==> config.mk <==
export PLATFORM = sky130hd
export DESIGN_NAME = sort_seq_ctrl
export DESIGN_NICKNAME = d
export VERILOG_FILES = /design/src/rtl/sort_pkg.sv /design/src/rtl/comp_8.sv /design/src/rtl/sort_seq_ctrl.sv
export SDC_FILE = /design/constraint.sdc
export NUM_CORES = 1
export LEC_CHECK = 0
export ABC_CLOCK_PERIOD_IN_PS = 4500
export CAP_MARGIN = 40
export CORE_UTILIZATION = 35
export CTS_CLUSTER_DIAMETER = 80
export DETAILED_ROUTE_END_ITERATION = 10
export SYNTH_ARGS = -nofsm -noshare
export SYNTH_HDL_FRONTEND = slang
export SYNTH_SLANG_ARGS = --single-unit
==> constraint.sdc <==
create_clock -name i_clk -period 4.5 [get_ports i_clk]
set_input_delay 0.675 -clock i_clk [delete_from_list [all_inputs] [get_ports i_clk]]
set_output_delay 0.675 -clock i_clk [all_outputs]
set_load 0.02 [all_outputs]
==> src/rtl/sort_pkg.sv <==
// Shared definitions for the sequential bubble-sort controller.
package sort_pkg;

  localparam int unsigned DEPTH_MAX = 16;
  localparam int unsigned IDX_W     = $clog2(DEPTH_MAX);

  typedef enum logic [1:0] {
    StLoad   = 2'd0,
    StSort   = 2'd1,
    StUnload = 2'd2
  } state_e;

endpackage

==> src/rtl/comp_8.sv <==
// Purely combinational 8-bit unsigned magnitude comparator.
module comp_8 (
  input  logic [7:0] i_data_in1,
  input  logic [7:0] i_data_in2,
  output logic       o_gt,
  output logic       o_eq,
  output logic       o_lt
);

  always_comb begin
    o_gt = (i_data_in1 > i_data_in2);
    o_eq = (i_data_in1 == i_data_in2);
    o_lt = (i_data_in1 < i_data_in2);
  end

endmodule

==> src/rtl/sort_seq_ctrl.sv <==
// Loads a DEPTH-byte burst, bubble-sorts it one compare-and-swap per cycle through a
// single shared comparator, then streams it out smallest first.
module sort_seq_ctrl
  import sort_pkg::*;
#(
  parameter int unsigned DEPTH = 4
) (
  input  logic       i_clk,
  input  logic       i_rst,
  input  logic       i_in_valid,
  output logic       o_in_ready,
  input  logic [7:0] i_in_data,
  output logic       o_out_valid,
  input  logic       i_out_ready,
  output logic [7:0] o_out_data,
  output logic       o_out_last,
  output logic       o_busy,
  output logic [7:0] o_swap_count
);

  state_e           r_state, w_state_next;
  logic [IDX_W-1:0] r_wr_idx, r_rd_idx, r_pass, r_j;
  logic             r_pass_swapped;
  logic [7:0]       r_swap_count;
  logic [7:0]       r_mem [DEPTH];

  logic [IDX_W-1:0] w_j1, w_j_last;
  logic [7:0]       w_a, w_b, w_rd_data;
  logic             w_gt, w_eq, w_lt;
  logic             w_in_hs, w_out_hs, w_load_last, w_rd_last, w_pass_end, w_swapped_now;

  assign w_j1          = r_j + IDX_W'(1);
  assign w_j_last      = IDX_W'(DEPTH - 2) - r_pass;
  assign w_in_hs       = i_in_valid && (r_state == StLoad);
  assign w_out_hs      = i_out_ready && (r_state == StUnload);
  assign w_load_last   = (r_wr_idx == IDX_W'(DEPTH - 1));
  assign w_rd_last     = (r_rd_idx == IDX_W'(DEPTH - 1));
  assign w_pass_end    = (r_j == w_j_last);
  assign w_swapped_now = r_pass_swapped | w_gt;
  assign o_swap_count  = r_swap_count;

  // Explicit compare-select muxes keep index widths independent of DEPTH.
  always_comb begin
    w_a       = '0;
    w_b       = '0;
    w_rd_data = '0;
    for (int i = 0; i < int'(DEPTH); i++) begin
      if (IDX_W'(i) == r_j)      w_a       = r_mem[i];
      if (IDX_W'(i) == w_j1)     w_b       = r_mem[i];
      if (IDX_W'(i) == r_rd_idx) w_rd_data = r_mem[i];
    end
  end

  comp_8 u_cmp (
    .i_data_in1 (w_a),
    .i_data_in2 (w_b),
    .o_gt       (w_gt),
    .o_eq       (w_eq),
    .o_lt       (w_lt)
  );

  always_ff @(posedge i_clk) begin
    if (i_rst) r_state <= StLoad;
    else       r_state <= w_state_next;
  end

  always_comb begin
    w_state_next = r_state;
    o_in_ready   = 1'b0;
    o_out_valid  = 1'b0;
    o_out_data   = '0;
    o_out_last   = 1'b0;
    o_busy       = 1'b1;
    unique case (r_state)
      StLoad: begin
        o_in_ready = 1'b1;
        o_busy     = 1'b0;
        if (w_in_hs && w_load_last) w_state_next = StSort;
      end
      StSort: begin
        // Early exit once a full pass makes no swap, or after the final pass.
        if (w_pass_end && (!w_swapped_now || r_pass == IDX_W'(DEPTH - 2))) begin
          w_state_next = StUnload;
        end
      end
      StUnload: begin
        o_out_valid = 1'b1;
        o_out_data  = w_rd_data;
        o_out_last  = w_rd_last;
        if (w_out_hs && w_rd_last) w_state_next = StLoad;
      end
      default: w_state_next = StLoad;
    endcase
  end

  always_ff @(posedge i_clk) begin
    if (i_rst) begin
      r_wr_idx       <= '0;
      r_rd_idx       <= '0;
      r_pass         <= '0;
      r_j            <= '0;
      r_pass_swapped <= 1'b0;
      r_swap_count   <= '0;
      for (int i = 0; i < int'(DEPTH); i++) r_mem[i] <= '0;
    end else begin
      unique case (r_state)
        StLoad: begin
          if (w_in_hs) begin
            for (int i = 0; i < int'(DEPTH); i++) begin
              if (IDX_W'(i) == r_wr_idx) r_mem[i] <= i_in_data;
            end
            r_wr_idx <= r_wr_idx + IDX_W'(1);
            if (w_load_last) begin
              r_pass         <= '0;
              r_j            <= '0;
              r_pass_swapped <= 1'b0;
              r_swap_count   <= '0;
            end
          end
        end
        StSort: begin
          if (w_gt) begin
            for (int i = 0; i < int'(DEPTH); i++) begin
              if (IDX_W'(i) == r_j)  r_mem[i] <= w_b;
              if (IDX_W'(i) == w_j1) r_mem[i] <= w_a;
            end
            r_swap_count <= r_swap_count + 8'd1;
          end
          if (w_pass_end) begin
            r_j            <= '0;
            r_pass         <= r_pass + IDX_W'(1);
            r_pass_swapped <= 1'b0;
          end else begin
            r_j            <= w_j1;
            r_pass_swapped <= w_swapped_now;
          end
        end
        StUnload: begin
          if (w_out_hs) begin
            if (w_rd_last) begin
              r_rd_idx <= '0;
              r_wr_idx <= '0;
            end else begin
              r_rd_idx <= r_rd_idx + IDX_W'(1);
            end
          end
        end
        default: ;
      endcase
    end
  end

endmodule

# [After elaboration in Yosys (flattened, before gate mapping)]
# Memories as Yosys holds them, arrays and structs flattened.
# Index checks and enable logic that the tools add are counted.
# Widths: inputs -> output; s select.
[word_totals] memories=1 register_bits=27 output_inout_bits=20 ramBits=32
[classes] bitwise_logic=13 magnitude_cmp=1 muxes=114 n_eq_ne=27 n_addsub=6 reduce_logical=20
[mem_list] name="r_mem" words=4 word_bits=8 read_ports=4 rd_ports_with_merged_regs=0 write_ports=4 line_no="sort_seq_ctrl.sv:25" source="logic [7:0] r_mem [DEPTH];"
[ops] op="$mux 8" n=28
[ops] op="$mux 1" n=69
[ops] op="$eq 2x4->1 const A" n=8
[ops] op="$mux 4" n=8
[ops] op="$pmux 4 s2" n=3
[ops] op="$add 4x1->4 const B" n=4
[ops] op="$eq 1x4->1 const A" n=4
[ops] op="$logic_not 4->1" n=4
[ops] op="$pmux 8 s2" n=1
[ops] op="$ne 2x2->1 const B" n=7
[ops] op="$or 1x1->1" n=13
[ops] op="$eq 4x2->1 const B" n=3
[ops] op="$reduce_and 4->1" n=3
[ops] op="$add 8x1->8 const B" n=1
[ops] op="$gt 8x8->1" n=1
[ops] op="$mux 2" n=3
[ops] op="$pmux 2 s3" n=1
[ops] op="$reduce_and 3->1" n=2
[ops] op="$logic_and 1x1->1" n=5
[ops] op="$eq 4x4->1" n=1
[ops] op="$ne 2x1->1 const B" n=2
[ops] op="$reduce_bool 2->1" n=2
[ops] op="$sub 2x4->4 const A" n=1
[ops] op="$eq 2x1->1 const B" n=1
[ops] op="other kinds (6)" n=6

# [Longest topological paths before layout]
# Gate-level depths: netlist of run 1.
[depth] ltp_word=13 mapped_depth=19

# [Hierarchy]
# From an unflattened synthesis of run 1, not the netlist that was laid out.
[unflattened] hier_cells=540 hier_area_um2=4446.8
[modules_own_cells] mod="sort_seq_ctrl" instances=1 cells_each=511 area_per_inst_um2=4221.5
[modules_own_cells] mod="comp_8" instances=1 cells_each=29 area_per_inst_um2=225.2

# [Worst setup path before layout of run 1]
# OpenSTA, ideal clock, no wires.
[synth_timing] kind="register to register" from="reg r_j[0]" to="mem r_mem[0][0], enable pin" synth_period_minus_slack_ns=3.975 setup_ns=0.329 path_buffers=3 arrival_ns=3.646 stages_incl_launch_ff=17 setup_slack_ns=0.525 t_required_ns=4.171 path_cell_list="dfxtp_1 -> ha_1 -> a21boi_0 -> a21oi_1 -> o21ai_1 -> clkbuf_1 -> o21a_1 -> inv_1 -> ha_1 -> nor2b_1 -> o211a_1 -> o21a_1 -> a32o_1 -> buf_2 -> and3_1 -> buf_2 -> nand3b_1"
[synth_lines] item="from (decl)" line_no="sort_seq_ctrl.sv:22" source="logic [IDX_W-1:0] r_wr_idx, r_rd_idx, r_pass, r_j;"
[synth_lines] item="from (signal assigned)" line_no="sort_seq_ctrl.sv:134" source="r_j <= w_j1;"
[synth_lines] item="to (decl)" line_no="sort_seq_ctrl.sv:25"

==> results.md, run 1 <==
- Max stage delay cell, worst path: dfxtp_1
- Vias in the first global route: 3717
- Die Span X: 114 um
- Area leader, netlist: edfxtp_1
- DRC: 0
- Final Hold Fails: 0
- Status: completed
- Share of cells above drive strength 1: 7.34%
- WL per Instance: 17.0 um
- Fmax: 0.236 GHz
- Max Clock Skew: 0.00918 ns
- Core area: 12200 um2
- Seq/Total Area, Yosys: 33.9%
- Worst hold start: r_pass_swapped$_SDFFE_PP0P_
- First-pass iteration count of the detailed router: 5
- Total of warnings raised by yosys: 0
- Die area: 13100 um2
- Yosys cell types: 53
- Worst hold path type: reg -> reg
- Min Tclk post-route: 4.24 ns
- Compound-gate portion of the synthesized area: 22.1%
- Nets@finish: 606
- Simple-gate share of the synthesized area: 21.5%
- Main synth FF type: edfxtp_1
- FILL cells: 1198
- RSZ-0062 raised after global routing: no
- ANT cells: 0
- Arrival @ worst endpoint: 4.42 ns
- Synth top area share: 21.7%
- Post-detail-place hpwl: 9680 um
- Standby leakage power: 1.99 nW
- Register bit total from synthesis: 59
- Setup violations, final: 0
- Postcts setup bufs: 0
- Root Buffer: clkbuf_16
- Post-Layout Cell Count: 740
- Vias: 4072
- Post-Synth Adder-Cell Area: 7.63%
- CTS HTree Levels: 3
- Post-synthesis xor/xnor area fraction: 2.97%
- Worst path cell trace: inv_1, ha_1, buf_4, nand3b_1, a221oi_1, o21a_1, inv_1, ha_1, and4_1, o21a_1, a32o_1, a21bo_2, nand2_1, o22ai_1
- WP buf/inv: 3
- Crit Path Max Fanout: 17
- Slew Viols, Final: 0
- Cells after Synth: 543
- Async SR Flop Fraction: 0%
- Area growth, synth to finish: 18.2%
- Initial DRC count: 363
- Clock buffer count from CTS: 9
- Delay-heaviest family, CP: compound AO/OA/AOI/OAI gates
- Antenna viol nets, final: 0
- R2R setup slack: 0.26 ns
- Final setup TNS: 0 ns
- Post-synth EDFFs: 32
- Ranking of synthesized cells by area: edfxtp_1 (22%), dfxtp_1 (12%), ha_1 (7.6%)
- GRT Residual Overflow: 0
- Inst Count DP: 724
- Crit end category: register
- CP Class: reg -> reg
- Synthesized Nets: 582
- Dpl cell area: 4930 um2
- CTS tree: yes
- Antenna violations before repair: 0
- Critical path launch point type: register
- Area of the multi-input gates: 2670 um2
- Buffers on Ports: 31
- Syn avg cell area: 8.16 um2
- Worst Path Required: 4.67 ns
- RR Endpoint: r_mem[0][5]$_DFFE_PP_
- GRT Resource Usage Total: 19.7%
- CTS Buffer Depth: 2
- Largest net degree at the start of global routing: 21
- Largest family of logic cells by synthesized area: compound AO/OA/AOI/OAI gates
- Design area: 5230 um2
- Clk Latency, worst-skew pair: 0.33 ns
- R2r worst-path depth: 14
- Clock Sinks: 59
- Period utilisation layout: 94.3%
- Rel. slew slack: 55.1%
- Storage element area: 1500 um2
- Max IR drop VDD: 167 uV
- Reg2reg start: r_j[0]$_SDFFE_PP0P_
- Max-cap violations: 0
- Worst-Margin Slew: 0.671 ns
- Routability congestion estimate: 0.846
- Mux share of post-synthesis cell area: 5.90%
- CP max stage delay: 0.54 ns
- Vias/cell: 5.50
- Hold Crit Depth: 1
- Routed WL: 12600 um
- Synthesized area: 4430 um2
- First-pass GRT wire length: 19900 um
- Rows: 40
- Hold endpoint: r_pass_swapped$_SDFFE_PP0P_
- Initial Util: 36.4%
- Reg clk slew, reported paths: 0.05 ns
- Die Ht: 114 um
- # IOs: 32
- PD cells: 287 nW/um2
==> per-layer routing <==
metal  share of wire [%]  wire (um)  track usage, %
met2                  43       5410            30.4
met4                 1.5        193            6.67
met3                 5.7        715            2.86
met1                  50       6240            28.0
met5                   0          0               0
==> kinds of logic (layout without fill, tap and decap cells) <==
group	after synthesis	count (layout)
mux	26	26
buf+inv	65	94
xor+xnor	15	15
flops	59	59
compound gates	150	150
fa+ha+maj	27	27
simple gates	201	201
==> layout make-up <==
cell class	count	share of cell area (%)
multi-input combinational	419	51.0
sequential	59	28.7
timing repair buffer	49	8.51
clock buffer	13	5.38
tap	168	4.02
inverter	29	2.08
clock inverter	3	0.359
==> cells in the mapped netlist, types with 4 or more instances <==
cell and instances:
xnor2_1 4, o21a_1 9, o21ai_0 34, nor2_1 49, nand2_1 70, a31oi_1 17
dfxtp_1 27, clkbuf_1 23, nand3_1 29, a22o_1 13, and3_1 7, mux2i_1 25
a211oi_1 9, a21oi_1 32, nand2b_1 6, buf_2 7, buf_1 4, inv_1 29
a221oi_1 7, nand3b_1 9, o22ai_1 8, and2_1 8, edfxtp_1 32, xor2_1 11
or3_1 7, ha_1 27
==> how the worst max path moves through the flow <==
| stage | startpoint | endpoint | cells after the start |
|---|---|---|---|
| 6_report | r_j[0]$_SDFFE_PP0P_ | r_mem[0][5]$_DFFE_PP_ | 14 |
| 3_5_place_dp | r_j[0]$_SDFFE_PP0P_ | r_mem[0][5]$_DFFE_PP_ | 15 |
| 3_3_place_gp | r_j[0]$_SDFFE_PP0P_ | r_mem[0][1]$_DFFE_PP_ | 15 |
| 5_1_grt | r_j[0]$_SDFFE_PP0P_ | r_mem[0][5]$_DFFE_PP_ | 14 |
| 4_1_cts | r_j[0]$_SDFFE_PP0P_ | r_mem[0][5]$_DFFE_PP_ | 15 |
| 2_1_floorplan | r_j[0]$_SDFFE_PP0P_ | r_mem[0][0]$_DFFE_PP_ | 16 |
==> state kept, by name, indices dropped and copies added, names as in the netlist <==
signal	flops
r_wr_idx	4
r_state	2
r_j	4
o_swap_count	8
r_mem	32
r_pass_swapped	1
r_pass	4
r_rd_idx	4
==> cell usage in the layout, fill, tap and decap left out, types with 10 or more instances in the layout <==
master           Yosys  final
nand2_1             70     70
nor2_1              49     49
o21ai_0             34     34
a21oi_1             32     32
edfxtp_1            32     32
clkdlybuf4s50_1      0     31
inv_1               29     29
nand3_1             29     28
dfxtp_1             27     27
ha_1                27     26
mux2i_1             25     25
buf_4                0     18
a31oi_1             17     17
a22o_1              13     13
xor2_1              11     11
clkbuf_16            0     10
==> stage by stage <==
stage          power [mW]  worst slack (ns)  util [%]  hold slack [ns]
2_1_floorplan       0.743             0.525         -            0.440
3_3_place_gp        0.822             0.222      40.5            0.450
3_5_place_dp        0.825             0.193      40.5            0.455
4_1_cts              1.50             0.161      43.0            0.467
5_1_grt              1.55            0.0152      43.0            0.484
6_report             1.50             0.256      43.0            0.467
==> power by group <==
part	internal, mW	switching (mW)
clock	0.435	0.249
sequential	0.594	0.0238
combinational	0.0826	0.119
==> repair_timing <==
action | 4_1_cts | 5_1_grt
endpoints found under the hold margin | 0 | 0
resized for setup | 0 | 2
hold buffers | 0 | 0
endpoints found under the setup margin | 0 | 35
(Power assumes the default switching activity.)
==> run 2, diff against run 1 <==
--- a/config.mk
+++ b/config.mk
@@ -7,9 +7,11 @@
 export LEC_CHECK = 0
 export ABC_CLOCK_PERIOD_IN_PS = 4500
 export CAP_MARGIN = 40
-export CORE_UTILIZATION = 35
-export CTS_CLUSTER_DIAMETER = 80
+export CORE_UTILIZATION = 60
+export CTS_CLUSTER_DIAMETER = 100
 export DETAILED_ROUTE_END_ITERATION = 10
+export MAX_ROUTING_LAYER = met4
+export PLACE_DENSITY = 0.81
 export SYNTH_ARGS = -nofsm -noshare
 export SYNTH_HDL_FRONTEND = slang
 export SYNTH_SLANG_ARGS = --single-unit
==> run 2 against run 1 <==
  * First-iteration DRC count up 22%
  * Via count up 6.6%
  * Maximum frequency up 2.0%
  * Clock skew about the same
  * Global-route usage up 17 points
  * Sequential power about the same
  * Design area down 3.4%
  * Critical path depth unchanged
  * Non-clock buffer count up 3
  * Clock power down 27%
  * Worst setup slack better by 0.083 ns
  * Highest routed layer unchanged
  * Total power down 12%
==> results.md, run 2 (synthesized netlist as in run 1, its figures left out) <==
- Min Tclk post-route: 4.16 ns (was 4.24 ns)
- Critical path launch point type: register (unchanged)
- Met2 usage: 51.9% (was 30.4%)
- CP max stage delay: 0.62 ns (was 0.54 ns)
- CP Class: reg -> reg (unchanged)
- Design Power: 1.32 mW (was 1.50 mW)
- Area growth, synth to finish: 14.1% (was 18.2%)
- RSZ-0062 raised after global routing: no (unchanged)
- Routed WL: 12800 um (was 12600 um)
- Buffers on Ports: 31 (unchanged)
- WL per Instance: 19.1 um (was 17.0 um)
- CTS HTree Levels: 3 (unchanged)
- Max Clock Skew: 0.00959 ns (was 0.00918 ns)
- Rows: 30 (was 40)
- Antenna violations before repair: 0 (unchanged)
- Die Ht: 87.9 um (was 114 um)
- ANT cells: 0 (unchanged)
- Antenna viol nets, final: 0 (unchanged)
- Max reg flops: 32 (unchanged)
- GRT Resource Usage Total: 36.9% (was 19.7%)
- # IOs: 32 (unchanged)
- Rel. slew slack: 51.2% (was 55.1%)
- Clock Sinks: 59 (unchanged)
- Setup violations, final: 0 (unchanged)
- Post-detail-place hpwl: 9470 um (was 9680 um)
- Status: completed (unchanged)
- Arrival @ worst endpoint: 4.12 ns (was 4.42 ns)
- Standby leakage power: 1.97 nW (was 1.99 nW)
- Most frequent cells in the layout: nand2_1 (70), nor2_1 (49), o21ai_0 (34) (unchanged)
- Most common cell after layout, fill and taps aside: nand2_1 (unchanged)
- Worst Path Required: 4.46 ns (was 4.67 ns)
- Clock buffer count from CTS: 9 (unchanged)
- Initial Util: 63.8% (was 36.4%)
- Worst hold path type: reg -> reg (unchanged)
- Post_cts resized: 0 (unchanged)
- Largest net degree at the start of global routing: 23 (was 21)
- Largest Register: r_mem (unchanged)
- PD cells: 261 nW/um2 (was 287 nW/um2)
- First-pass GRT wire length: 20500 um (was 19900 um)
- Die Span X: 87.9 um (was 114 um)
- GR Util met3: 10.6% (was 2.86%)
- Final Hold Fails: 0 (unchanged)
- Share of cells above drive strength 1: 7.65% (was 7.34%)
- Vias/cell: 6.47 (was 5.50)
- DRC: 0 (unchanged)
- Slew Viols, Final: 0 (unchanged)
- Worst path cell trace: inv_1, ha_1, nand2_1, o21ai_0, mux2i_1, o21ai_0, buf_4, ha_1, nor2b_1, o211a_1, o21a_1, a32o_1, and3_1, nand3b_1 (was inv_1, ha_1, buf_4, nand3b_1, a221oi_1, o21a_1, inv_1, ha_1, and4_1, o21a_1, a32o_1, a21bo_2, nand2_1, o22ai_1)
- Grt met1 use: 50.2% (was 28.0%)
- First-pass iteration count of the detailed router: 6 (was 5)
- Reg clk slew, reported paths: 0.07 ns (was 0.05 ns)
- CTS Buffer Depth: 2 (unchanged)
- Vias in the first global route: 4037 (was 3717)
- Root Buffer: clkbuf_8 (was clkbuf_16)
- Core area: 6940 um2 (was 12200 um2)
- Period utilisation layout: 92.5% (was 94.3%)
- GRT Residual Overflow: 0 (unchanged)
- Crit end category: register (unchanged)
- Initial DRC count: 443 (was 363)
- Max stage delay cell, worst path: ha_1 (was dfxtp_1)
- Max IR drop VDD: 171 uV (was 167 uV)
- Final setup TNS: 0 ns (unchanged)
- Grt peak-use layer: met2 (unchanged)
- Routability congestion estimate: 0.958 (was 0.846)
- Worst-Margin Slew: 0.730 ns (was 0.671 ns)
- CTS tree: yes (unchanged)
- Vias: 4342 (was 4072)
- Max-cap violations: 0 (unchanged)
- Fmax: 0.240 GHz (was 0.236 GHz)
- Postcts setup bufs: 0 (unchanged)
- Die area: 7730 um2 (was 13100 um2)
- Clk Latency, worst-skew pair: 0.35 ns (was 0.33 ns)
- Crit Path Max Fanout: 20 (was 17)
- Hold buffers post-CTS: 0 (unchanged)
- Nets@finish: 609 (was 606)
## run 2: cell types whose count changed in the layout (fill, tap and decap cells not counted), sizes merged
cell / before / now
buf: 18 / 21
bufinv: 0 / 1
clkbuf: 13 / 11
clkinv: 1 / 3
clkinvlp: 1 / 0
## run 2: layout make-up
class	count	area [um2]
Tap cell	96	120
Clock inverter	5	51.3
Fill cell	574	1890
Inverter	29	109
Clock buffer	11	141
Multi-Input combinational cell	419	2660
Timing Repair Buffer	52	468
Sequential cell	59	1500
## run 2: critical path, delay by kind of cell, from the launching register on
kind / cells / cell delay (ns)
compound gates: 5 / 1.14
fa+ha+maj: 2 / 0.86
buf+inv: 2 / 0.35
flops: 1 / 0.39
mux: 1 / 0.09
simple gates: 4 / 0.93
## run 2: worst paths after layout
check                                              endpoint  cells past startpoint                         from  slack (ns)
worst max-delay path                  r_mem[0][4]$_DFFE_PP_                     14          r_j[1]$_SDFFE_PP0P_        0.34
worst min-delay path            r_pass_swapped$_SDFFE_PP0P_                      1  r_pass_swapped$_SDFFE_PP0P_        0.48
worst max register to register        r_mem[0][4]$_DFFE_PP_                     14          r_j[1]$_SDFFE_PP0P_        0.34
worst min register to register  r_pass_swapped$_SDFFE_PP0P_                      1  r_pass_swapped$_SDFFE_PP0P_        0.48
## run 2: report_power, final
| part | total [mW] | switching (mW) | internal, mW |
|---|---|---|---|
| clock | 0.497 | 0.228 | 0.269 |
| sequential | 0.618 | 0.0249 | 0.593 |
| combinational | 0.205 | 0.122 | 0.0834 |
## run 2: metal layers
layer,vias to the layer above,share of wire [%]
met4,0,2.1
li1,2005,-
met1,2013,41
met2,280,43
met3,44,14
met5,-,0
## run 2: stage by stage
step,utilization [%],cell area [um2],setup WS [ns],instances,hold slack (ns)
after floorplan,-,4430,0.525,543,0.440
after global placement,70.0,4860,0.497,655,0.450
after detailed placement,70.0,4860,0.327,655,0.463
after CTS,72.7,5050,0.312,671,0.480
after global routing,72.8,5050,0.0583,671,0.512
final,72.8,5050,0.339,671,0.477
==> run 3, diff against run 2 <==
==> constraint.sdc (replaced) <==
create_clock -name i_clk -period 4.5 [get_ports i_clk]
set_input_delay 0.675 -clock i_clk [delete_from_list [all_inputs] [get_ports i_clk]]
set_output_delay 0.675 -clock i_clk [all_outputs]
set_load 0.05 [all_outputs]
==> results of run 3 <==
The final DEF is identical to that of run 2. Status: completed.
